### src/rtl/serial_subtractor.sv
// Bit-serial subtractor: computes a - b one bit per clock, LSB first,
// with a single full-subtractor cell and a borrow flip-flop.
//
// state | meaning
// IDLE  | waiting for start
// RUN   | one operand bit processed per clock, LSB first
// DONE  | one-cycle done pulse, results just registered
module serial_subtractor #(
  parameter int WIDTH = 8
) (
  input  logic             clk,
  input  logic             rst,
  input  logic             start,
  input  logic [WIDTH-1:0] a,
  input  logic [WIDTH-1:0] b,
  output logic             busy,
  output logic             done,
  output logic [WIDTH-1:0] diff,
  output logic             borrow_out,
  output logic             ovf,
  output logic             zero
);

  localparam int CW = $clog2(WIDTH);

  typedef enum logic [1:0] {
    IDLE = 2'd0,
    RUN  = 2'd1,
    DONE = 2'd2
  } state_t;

  state_t           state;
  state_t           state_next;
  logic [WIDTH-1:0] op_a;
  logic [WIDTH-1:0] op_b;
  logic [WIDTH-1:0] res;
  logic [WIDTH-1:0] res_next;
  logic [CW-1:0]    cnt;
  logic             borrow_ff;
  logic             a_msb;
  logic             b_msb;
  logic             bit_d;
  logic             bit_bout;
  logic             last_bit;
  logic             accept;

  // Full-subtractor cell on the current LSBs plus the stored borrow.
  assign bit_d    = op_a[0] ^ op_b[0] ^ borrow_ff;
  assign bit_bout = (~op_a[0] & op_b[0]) | (~op_a[0] & borrow_ff) | (op_b[0] & borrow_ff);
  assign res_next = {bit_d, res[WIDTH-1:1]};
  assign last_bit = (cnt == CW'(WIDTH - 1));
  assign accept   = start && (state != RUN);

  assign busy = (state == RUN);
  assign done = (state == DONE);

  // State register.
  always_ff @(posedge clk or posedge rst) begin
    if (rst) begin
      state <= IDLE;
    end else begin
      state <= state_next;
    end
  end

  // Next-state logic; DONE accepts start directly for back-to-back operation.
  always_comb begin
    state_next = state;
    case (state)
      IDLE:    if (start) state_next = RUN;
      RUN:     if (last_bit) state_next = DONE;
      DONE:    state_next = start ? RUN : IDLE;
      default: state_next = IDLE;
    endcase
  end

  // Operand capture, bit-serial datapath and result registers.
  always_ff @(posedge clk or posedge rst) begin
    if (rst) begin
      op_a       <= '0;
      op_b       <= '0;
      res        <= '0;
      cnt        <= '0;
      borrow_ff  <= 1'b0;
      a_msb      <= 1'b0;
      b_msb      <= 1'b0;
      diff       <= '0;
      borrow_out <= 1'b0;
      ovf        <= 1'b0;
      zero       <= 1'b0;
    end else if (accept) begin
      op_a      <= a;
      op_b      <= b;
      res       <= '0;
      cnt       <= '0;
      borrow_ff <= 1'b0;
      a_msb     <= a[WIDTH-1];
      b_msb     <= b[WIDTH-1];
    end else if (state == RUN) begin
      op_a      <= op_a >> 1;
      op_b      <= op_b >> 1;
      res       <= res_next;
      borrow_ff <= bit_bout;
      cnt       <= cnt + CW'(1);
      if (last_bit) begin
        // Overflow uses the captured operand signs; operand regs are shifted out by now.
        diff       <= res_next;
        borrow_out <= bit_bout;
        ovf        <= (a_msb != b_msb) && (res_next[WIDTH-1] != a_msb);
        zero       <= (res_next == '0);
      end
    end
  end

endmodule

### config.mk
export PLATFORM = sky130hd
export DESIGN_NAME = serial_subtractor
export DESIGN_NICKNAME = d
export VERILOG_FILES = /design/src/rtl/serial_subtractor.sv
export SDC_FILE = /design/constraint.sdc
export NUM_CORES = 1
export LEC_CHECK = 0
export ABC_AREA = 1
export ABC_CLOCK_PERIOD_IN_PS = 1800
export BUFFER_PORTS_ARGS = -buffer_cell sky130_fd_sc_hd__buf_2
export CORE_UTILIZATION = 55
export DETAILED_ROUTE_END_ITERATION = 6
export PLACE_DENSITY = 0.76
export SYNTH_ARGS = -nofsm -noshare
export SYNTH_HDL_FRONTEND = slang
export SYNTH_SLANG_ARGS = --single-unit
### constraint.sdc
create_clock -name clk -period 1.8 [get_ports clk]
set_clock_uncertainty 0.1 [all_clocks]
set_input_delay 0.18 -clock clk [delete_from_list [all_inputs] [get_ports clk]]
set_output_delay 0.18 -clock clk [all_outputs]
set_load 0.005 [all_outputs]
==> results by group, run 1 <==
Clock network
  • Setup Buffers After CTS: 0
  • Clk slew on worst S/H paths: 0.11 ns
  • CTS Buf Count: 5
  • Htree depth: 2
  • Worst-Skew Late Latency: 0.35 ns
  • Clock sinks: 42
  • Worst-case clock buffer depth: 2
  • CTS tree: done
  • CTS root buf: clkbuf_4

Global routing
  • Initial antenna violation count: 0
  • Global Route Usage Sum: 0.238
  • Top Usage Layer GRT: met2
  • Vias in the first global route: 1487
  • First-pass GRT wire length: 6.29 mm
  • M3 GR Usage: 0.0758
  • Largest net degree at the start of global routing: 43
  • Global Route met2 Usage: 0.399
  • Total grt overflow: 0
  • Routing usage on met1: 0.293

Cells and area
  • Commonest cells after routing, fill and taps aside: nand2_1, dfrtp_1, buf_2
  • Area of the multi-input gates: 664 sq um
  • Fillers: 253
  • Diode count: 0
  • Final core occ: 0.716
  • Layout cell share with drive strength beyond 1: 0.255
  • Commonest non-fill, non-tap cell in the layout: nand2_1
  • Final-stage net count: 265
  • Layout area overhead: 20.6%
  • Register cell area after layout: 1050 sq um

Critical path
  • Crit path arrival time: 1.32 ns
  • Critical path startpoint category: register
  • Critical R2R Capture: zero
  • Flop-to-flop setup slack: 0.24 ns
  • Slowest CP cell: dfrtp_1
  • CP max stage delay: 0.41 ns
  • Critical path's top delay family: buffers and inverters
  • Setup CP Type: reg2out
  • R2R Path Start: op_a[0]
  • Worst path cell trace: inv_1 -> nor2_2 -> buf_4 -> buf_2
  • Worst Setup End Kind: output pin
  • Reg2Reg Depth: 6
  • Worst Path Required: 1.52 ns
  • Worst Path Max Fanout: 19
  • Worst Path Buf+Inv: 3

Drt
  • Total Wirelength: 3.53 mm
  • Via count: 1462
  • ANT nets after route: 0
  • Initial DRC Count: 63
  • Total iterations of the first detailed-routing run: 4
  • Post-route DRC: 0
  • Vias/cell: 5.09
  • WL/cell: 12.3 microns

Logic synthesis
  • Synth top area share: 0.566
  • Post-synthesis net count: 214
  • Yosys top cell by area: dfrtp_1
  • Yosys warns: 0
  • Seq/Total Area, Yosys: 0.566
  • Post-synthesis register bit count: 42
  • Synth unique cells: 23
  • Ranking of synthesized cells by area: dfrtp_1, nand2_1, nand3_1
  • Post-Syn Area: 1860 sq um
  • Mapped Avg Cell Area: 9.67 sq um
  • Gate Count Post-Synth: 192

Pwr
  • Peak supply drop: 766 uV
  • Pwr Density: 1490 nW/um^2
  • LEAKAGE: 1.18 nW

STA
  • Final hold vios: 0
  • Setup_tns: 0 ns
  • Min Tclk post-route: 1.60 ns
  • RSZ-0062 raised after global routing: false
  • Fmax: 0.624 GHz
  • Final Cycle Share: 0.890
  • Finish-stage setup viols: 0
  • Least-Margin Pin Slew: 0.517 ns
  • Fin. max-slew vios: 0
  • Worst rel slew slack: 0.655

Placement
  • HPWL Detailed: 2.33 mm
  • Gp weighted congestion: 0.763
  • IO buf count: 31

Floorplanning
  • Initial Util: 0.594
  • Num rows: 20
  • Core Area: 3130 sq um
  • Die Wd: 60.1 microns
  • Io pins: 32
  • Die area: 3610 sq um
  • Die Ht: 60.1 microns

Worst hold path
  • Worst hold path class: in2reg
  • Hold wc startpoint: start
  • Sink of the worst hold path: op_b[2]
  • Hold Path Cell Cnt: 3

Outcome
  • Status: finished, final reports clean

Job
  • Max_cap viols: 0
==> stage by stage <==
step / cells / setup slack [ns] / hold slack, ns / power, mW / area (sq um)
2_1_floorplan: 192 / 0.378 / 0.200 / 2.60 / 1860
3_3_place_gp: 263 / 0.321 / 0.227 / 2.85 / 2020
6_report: 287 / 0.198 / 0.116 / 3.34 / 2240
4_1_cts: 287 / 0.184 / 0.103 / 3.37 / 2240
3_5_place_dp: 263 / 0.277 / 0.239 / 2.92 / 2020
5_1_grt: 287 / 0.0726 / 0.107 / 3.66 / 2240
==> worst max path at each step <==
stage / cells after the start / slack [ns] / endpoint / from
6_report: 4 / 0.20 / busy / state[0]
4_1_cts: 4 / 0.18 / busy / state[0]
3_5_place_dp: 6 / 0.28 / zero / op_a[0]
5_1_grt: 4 / 0.07 / busy / state[0]
3_3_place_gp: 6 / 0.32 / zero / op_a[0]
2_1_floorplan: 6 / 0.38 / zero / op_a[0]
==> final cells by class <==
| type | count | share of cell area |
|---|---|---|
| clock buffer | 7 | 0.0201 |
| sequential | 42 | 0.469 |
| tap | 44 | 0.0246 |
| multi-input combinational | 125 | 0.297 |
| timing repair buffer | 52 | 0.159 |
| inverter | 17 | 0.0307 |
==> cell families (layout without fill, tap and decap cells) <==
group / count (synthesis) / in the layout / synth area share
adders and majority gates: 3 / 3 / 0.0243
and+or+nand+nor: 100 / 100 / 0.251
DFF: 42 / 42 / 0.566
AOI/OAI and AO/OA: 22 / 22 / 0.0829
buffers and inverters: 25 / 76 / 0.0761
==> Yosys cell counts <==
cell	instances
a21oi_1	1
o21ai_2	9
buf_6	2
nand2_2	2
o21ai_0	2
nand2_4	1
o21ai_1	2
ha_1	2
buf_2	3
inv_6	1
o22ai_1	8
dfrtp_1	42
fa_1	1
nand3_2	6
buf_12	1
nor2_4	1
nor2_1	5
nand2_1	60
inv_1	15
buf_4	2
inv_2	1
nor2_2	1
nand3_1	24
==> per-layer routing <==
| metal | share of wire | vias to the layer above |
|---|---|---|
| li1 | - | 725 |
| met2 | 0.52 | 33 |
| met1 | 0.43 | 695 |
| met4 | 0.013 | 0 |
| met5 | 0 | - |
| met3 | 0.036 | 9 |
==> worst register-to-register path, cell delays in order (launching register included) <==
cell     delay, ns
dfrtp_1       0.37
inv_1         0.06
fa_1          0.64
nand2_1       0.09
nor2_1        0.11
nand3_1       0.08
nand2_1       0.06
==> where the power goes <==
part	switching, mW	internal, mW
clock	0.281	0.148
combinational	0.819	0.560
sequential	0.198	1.33
total	1.30	2.04
==> timing repair <==
item,in CTS,in global routing
endpoints found under the hold margin,60,0
hold buffers,17,0
endpoints found under the setup margin,0,0
gates resized for setup,0,0
==> sequential cells by signal, indices dropped and copies added (netlist names) <==
register and cells:
a_msb 1, b_msb 1, borrow_ff 1, borrow_out 1, cnt 3, diff 8, op_a 8, op_b 8
ovf 1, res 7, state 2, zero 1
No activity file was read; power rests on OpenSTA's default activity.
==> inputs of run 2 (changes only) <==
- BUFFER_PORTS_ARGS: -buffer_cell sky130_fd_sc_hd__buf_2 -> unset
- CORE_UTILIZATION: 55 -> 61
- DONT_BUFFER_PORTS: unset -> 1
- PLACE_DENSITY: 0.76 -> 0.75
==> run 2 against run 1 <==
Compared with the run above: the flow now finishes with violations (design-rule violations); worst setup slack got worse by 0.046 ns; sequential power about the same; utilization grew 3.2 points; sequential share of layout area grew 2.7 points; critical path type is now reg2reg; worst hold slack better by 0.16 ns; non-clock buffer count is 29 lower; register-to-register slack worse by 0.09 ns.
==> results by group, run 2 (synthesis results as in run 1) <==
Cells and area
  • Final core occ: 0.748 (+0.0319)
  • Commonest non-fill, non-tap cell in the layout: nand2_1
  • Diode count: 0 (unchanged)
  • Layout cell share with drive strength beyond 1: 0.153 (-0.102)
  • Commonest cells after routing, fill and taps aside: nand2_1, dfrtp_1, nand3_1
  • Layout area overhead: 13.9%
  • Largest registers: diff (8), op_a (8), op_b (8)
  • Final-stage net count: 236 (-11%)
  • Non-Filler Instances: 246 (-14%)

Job
  • Max_cap viols: 0 (unchanged)

Drt
  • Vias/cell: 5.59 (+9.7%)
  • WL/cell: 14.1 microns (+15%)
  • Post-route DRC: 2 (+2)
  • Total iterations of the first detailed-routing run: 6 (+2)
  • Total Wirelength: 3.48 mm (-1.6%)
  • Via count: 1375 (-6.0%)
  • ANT nets after route: 0 (unchanged)
  • Initial DRC Count: 63 (unchanged)

Floorplanning
  • Die Ht: 57.2 microns (-4.9%)
  • Io pins: 32 (unchanged)
  • Die area: 3270 sq um (-9.5%)
  • Num rows: 19 (-5.0%)
  • Die Wd: 57.2 microns (-4.9%)
  • Core Area: 2830 sq um (-9.6%)
  • Initial Util: 0.656 (+0.0627)

Outcome
  • Violated checks: design-rule violations
  • Status: complete, but fails checks

Clock network
  • Clk slew on worst S/H paths: 0.12 ns (about the same)
  • CTS tree: done
  • Worst-case clock buffer depth: 2 (unchanged)
  • CTS Buf Count: 5 (unchanged)
  • Htree depth: 2 (unchanged)
  • Worst-Skew Late Latency: 0.35 ns (about the same)
  • Clock sinks: 42 (unchanged)
  • Hold_buf cts: 18 (+1)
  • CTS root buf: clkbuf_4
  • Setup Buffers After CTS: 0 (unchanged)
  • Post-cts gate resize count: 0 (unchanged)

STA
  • Final Cycle Share: 0.915 (+0.0254)
  • Fmax: 0.607 GHz (-2.8%)
  • RSZ-0062 raised after global routing: false
  • Worst rel slew slack: 0.659 (+0.00429)
  • Least-Margin Pin Slew: 0.511 ns (-0.00643 ns)
  • Setup_tns: 0 ns (unchanged)
  • Finish-stage setup viols: 0 (unchanged)
  • Min Tclk post-route: 1.65 ns (+0.0457 ns)
  • Final hold vios: 0 (unchanged)
  • Fin. max-slew vios: 0 (unchanged)

Pwr
  • Peak supply drop: 1020 uV (+34%)
  • LEAKAGE: 1.07 nW (-9.3%)
  • Pwr Density: 1610 nW/um^2 (+8.2%)

Critical path
  • Reg2Reg Depth: 5 (-1)
  • Worst Path Required: 1.95 ns (+0.43 ns)
  • Worst Path Max Fanout: 14 (-5)
  • Setup CP Type: reg2reg
  • Worst Setup End Kind: register
  • Critical path startpoint category: register
  • Crit path arrival time: 1.80 ns (+0.48 ns)

Global routing
  • Vias in the first global route: 1423 (-4.3%)
  • Initial antenna violation count: 0 (unchanged)
  • Largest net degree at the start of global routing: 43 (unchanged)
  • Global Route Usage Sum: 0.244 (+0.00561)
  • Total grt overflow: 0 (unchanged)
  • First-pass GRT wire length: 5.91 mm (-6.1%)

Placement
  • IO buf count: 0 (-100%)
  • Dpl cells: 220 (-16%)
  • Gp weighted congestion: 0.749 (-1.8%)
  • HPWL Detailed: 2.24 mm (-3.9%)

Worst hold path
  • Worst hold path class: in2async
## run 2: changes by cell type in the layout (fill, tap and decap cells not counted), sizes merged
cell,previous run,this run
bufinv,0,1
dlygate4sd3,17,18
buf,35,5
## run 2: final cells by class
type	count	area, sq um
clock buffers	7	45.0
clock inverters	1	30.0
fillers	210	713
inverters	17	68.8
multi-input cells	125	664
flip-flops and latches	42	1050
well taps	31	38.8
repair buffers	23	218
## run 2: worst max-delay path, stage by stage (launching register included)
cell and delay (ns):
dfrtp_1 0.42, inv_1 0.09, nand2_2 0.20, nand3_1 0.12
dlygate4sd3_1 0.55, nand3_1 0.07
## run 2: metrics by stage
step                setup slack [ns]  hold slack [ns]  power, mW  area (sq um)
finish                         0.153            0.280       3.42          2120
detailed placement             0.288            0.131       2.81          1860
floorplan                      0.378            0.200       2.60          1860
global placement               0.325            0.121       2.74          1860
global route                  0.0756            0.322       3.67          2120
CTS                            0.155            0.288       3.43          2120
## run 2: where the power goes
| part | total (mW) | leakage (nW) | internal [mW] | switching (mW) |
|---|---|---|---|---|
| logic | 1.26 | 0.489 | 0.484 | 0.780 |
| registers | 1.56 | 0.537 | 1.33 | 0.224 |
| clock network | 0.592 | 0.0395 | 0.295 | 0.298 |
| total | 3.42 | 1.07 | 2.11 | 1.30 |
## run 2: worst paths after layout
kind | slack, ns | from | endpoint
hold reg to reg | 0.39 | cnt[0] | cnt[0]
setup / recovery | 0.15 | state[1] | op_b[3]
hold / removal | 0.28 | rst | res[6]
min in group clk | 0.39 | cnt[0] | cnt[0]
max in group asynchronous | 0.96 | rst | ovf
setup reg to reg | 0.15 | state[1] | op_b[3]
## run 2: metal layers
layer | vias up | wire length [microns] | track usage
met5 | - | 0 | 0
met1 | 652 | 1440 | 0.278
met3 | 12 | 132 | 0.0522
li1 | 671 | - | -
met4 | 0 | 102 | 0.143
met2 | 40 | 1800 | 0.424
==> inputs of run 3 (changes only) <==
- ABC_AREA: 1 -> 0
- GPL_TIMING_DRIVEN: unset -> 1
==> run 3 against run 2 <==
Compared with the run above: utilization down 0.93 points; count of clock-buffer cells in the layout fell by 1; global-route usage shrank 1.8 points; power fell by 8.2%; worst setup slack better by 0.015 ns; the run now ends clean; critical path type unchanged.
==> results by group, run 3 <==
Logic synthesis
  • FFs w/ async S/R, synth: 1.00 (unchanged)
  • EDFF count, synth: 0 (unchanged)
  • Commonest cells in the netlist: dfrtp_1, nand2_1, o21ai_0
  • Post-Syn Area: 1860 sq um (unchanged)
  • Synth unique cells: 26 (+13%)
  • Gate Count Post-Synth: 163 (-15%)
  • Post-synthesis net count: 185 (-14%)
  • Synth top area share: 0.566 (unchanged)
  • Yosys warns: 0 (unchanged)
  • Yosys top cell by area: dfrtp_1
  • Mapped Avg Cell Area: 11.4 sq um (+18%)
  • Most common cell in the netlist: dfrtp_1
  • Ys flop type: dfrtp_1
  • Ranking of synthesized cells by area: dfrtp_1, mux2i_1, nand2_1
  • Seq/Total Area, Yosys: 0.566 (unchanged)
  • Post-synthesis register bit count: 42 (unchanged)

Placement
  • HPWL Detailed: 2.13 mm (-4.7%)
  • Pre-CTS setup slack: 0.137 ns (-0.150 ns)
  • IO buf count: 0 (unchanged)
  • Gp weighted congestion: 0.718 (-4.0%)

Pwr
  • LEAKAGE: 1.01 nW (-5.1%)
  • Pwr Density: 1500 nW/um^2 (-7.1%)
  • Peak supply drop: 821 uV (-20%)
  • Design Power: 3.14 mW (-8.2%)

STA
  • Final worst slack: 0.168 ns (+0.0152 ns)
  • Final Cycle Share: 0.907 (-0.00845)
  • Final hold vios: 0 (unchanged)
  • Finish-stage setup viols: 0 (unchanged)
  • Min Tclk post-route: 1.63 ns (-0.0152 ns)
  • Setup_tns: 0 ns (unchanged)
  • Worst rel slew slack: 0.353 (-0.307)
  • Fin. max-slew vios: 0 (unchanged)
  • WHS: 0.0907 ns (-0.189 ns)
  • Least-Margin Pin Slew: 0.971 ns (+0.460 ns)
  • RSZ-0062 raised after global routing: false
  • Fmax: 0.613 GHz (+0.93%)

Cells and area
  • Layout cell share with drive strength beyond 1: 0.149 (-0.00432)
  • Commonest non-fill, non-tap cell in the layout: dfrtp_1
  • Diode count: 0 (unchanged)
  • Largest registers: diff (8), op_a (8), op_b (8)
  • Layout area overhead: 12.5%
  • Final-stage net count: 204 (-14%)
  • Commonest cells after routing, fill and taps aside: dfrtp_1, nand2_1, o21ai_0

Drt
  • Vias/cell: 5.71 (+2.1%)
  • ANT nets after route: 0 (unchanged)
  • WL/cell: 15.2 microns (+7.6%)
  • Initial DRC Count: 37 (-41%)
  • Via count: 1210 (-12%)
  • Total iterations of the first detailed-routing run: 4 (-2)
  • Total Wirelength: 3.23 mm (-7.3%)
  • Post-route DRC: 0 (-2)

Critical path
  • CP max stage delay: 0.42 ns (-0.13 ns)
  • Crit path arrival time: 1.75 ns (-0.05 ns)
  • Worst path cell trace: ha_1 -> ha_1 -> nand3b_4 -> mux2_2
  • Reg2Reg Depth: 4 (-1)
  • Worst Path Max Fanout: 15 (+1)
  • Worst Setup End Kind: register
  • Critical path startpoint category: register
  • Setup CP Type: reg2reg
  • Worst Path Required: 1.92 ns (-0.03 ns)
  • Most Frequent Cell on Critical Path: ha_1
  • Slowest CP cell: dfrtp_1

Worst hold path
  • Worst hold path class: in2reg
  • Hold Path Cell Cnt: 3

Floorplanning
  • Core Area: 2830 sq um (unchanged)
  • Initial Util: 0.656 (unchanged)
  • Num rows: 19 (unchanged)
  • Die Wd: 57.2 microns (unchanged)
  • Io pins: 32 (unchanged)
  • Die area: 3270 sq um (unchanged)
  • Die Ht: 57.2 microns (unchanged)

Global routing
  • Total grt overflow: 0 (unchanged)
  • Largest net degree at the start of global routing: 43 (unchanged)
  • Vias in the first global route: 1213 (-15%)
  • Initial antenna violation count: 0 (unchanged)
  • Global Route Usage Sum: 0.226 (-0.0180)
  • First-pass GRT wire length: 5.49 mm (-7.0%)

Clock network
  • CTS Buf Count: 5 (unchanged)
  • Clk slew on worst S/H paths: 0.11 ns (about the same)
  • Worst-case clock buffer depth: 2 (unchanged)
  • Setup Buffers After CTS: 0 (unchanged)
  • Worst-Skew Late Latency: 0.33 ns (-0.02 ns)
  • CTS tree: done
  • Clock sinks: 42 (unchanged)
  • Htree depth: 2 (unchanged)
  • CTS root buf: clkbuf_4

Outcome
  • Status: finished, final reports clean

Job
  • Max_cap viols: 0 (unchanged)
run 3: critical path, delay by kind of cell (launching register included):
kind / cells / cell delay [ns]
AND/OR/NAND/NOR: 1 / 0.21
multiplexers: 1 / 0.36
flip-flops: 1 / 0.42
adder cells (fa/ha/maj): 2 / 0.43
run 3: cell families after synthesis:
family	count (synthesis)	synth area share
adder cells (fa/ha/maj)	3	0.0243
flip-flops	42	0.566
AO/OA/AOI/OAI	29	0.0869
AND/OR/NAND/NOR	48	0.117
multiplexers	27	0.158
buffers and inverters	14	0.0472
run 3: final timing paths:
kind / start / endpoint / slack [ns]
worst max-delay path: cnt[0] / diff[6] / 0.17
worst min-delay path: start / res[5] / 0.09
worst max register to register: cnt[0] / diff[6] / 0.17
worst min register to register: op_a[2] / op_a[1] / 0.40
max in group asynchronous: rst / state[0] / 0.93
min in group asynchronous: rst / diff[7] / 0.31
run 3: metal layers:
metal / vias to the layer above / part of all wire / GRT usage
met5: - / 0 / 0
met4: 0 / 0.020 / 0.0906
met1: 588 / 0.46 / 0.306
li1: 585 / - / -
met3: 9 / 0.041 / 0.0590
met2: 28 / 0.47 / 0.351
run 3: what timing repair did:
action	4_1_cts	5_1_grt
endpoints found under the setup margin	0	3
resized for setup	0	2
hold buffers	18	0
endpoints found under the hold margin	60	0
run 3: metrics by stage:
stage	instances	instance area, sq um	utilization
finish	212	2090	0.739
global route	212	2090	0.739
CTS	212	2080	0.736
detailed placement	188	1850	0.654
global placement	188	1850	0.654
floorplan	163	1860	-
run 3: where the power goes:
group	switching [mW]	total, mW	internal, mW	leakage (nW)
logic	0.547	1.04	0.491	0.449
clock network	0.266	0.442	0.176	0.0302
registers	0.309	1.65	1.35	0.533
total	1.12	3.14	2.01	1.01
run 3: final cells by class:
class	count	area [sq um]
sequential	42	1050
fill	195	739
multi-input combinational	107	724
timing repair buffer	21	205
clock buffer	6	51.3
tap	31	38.8
inverter	5	18.8
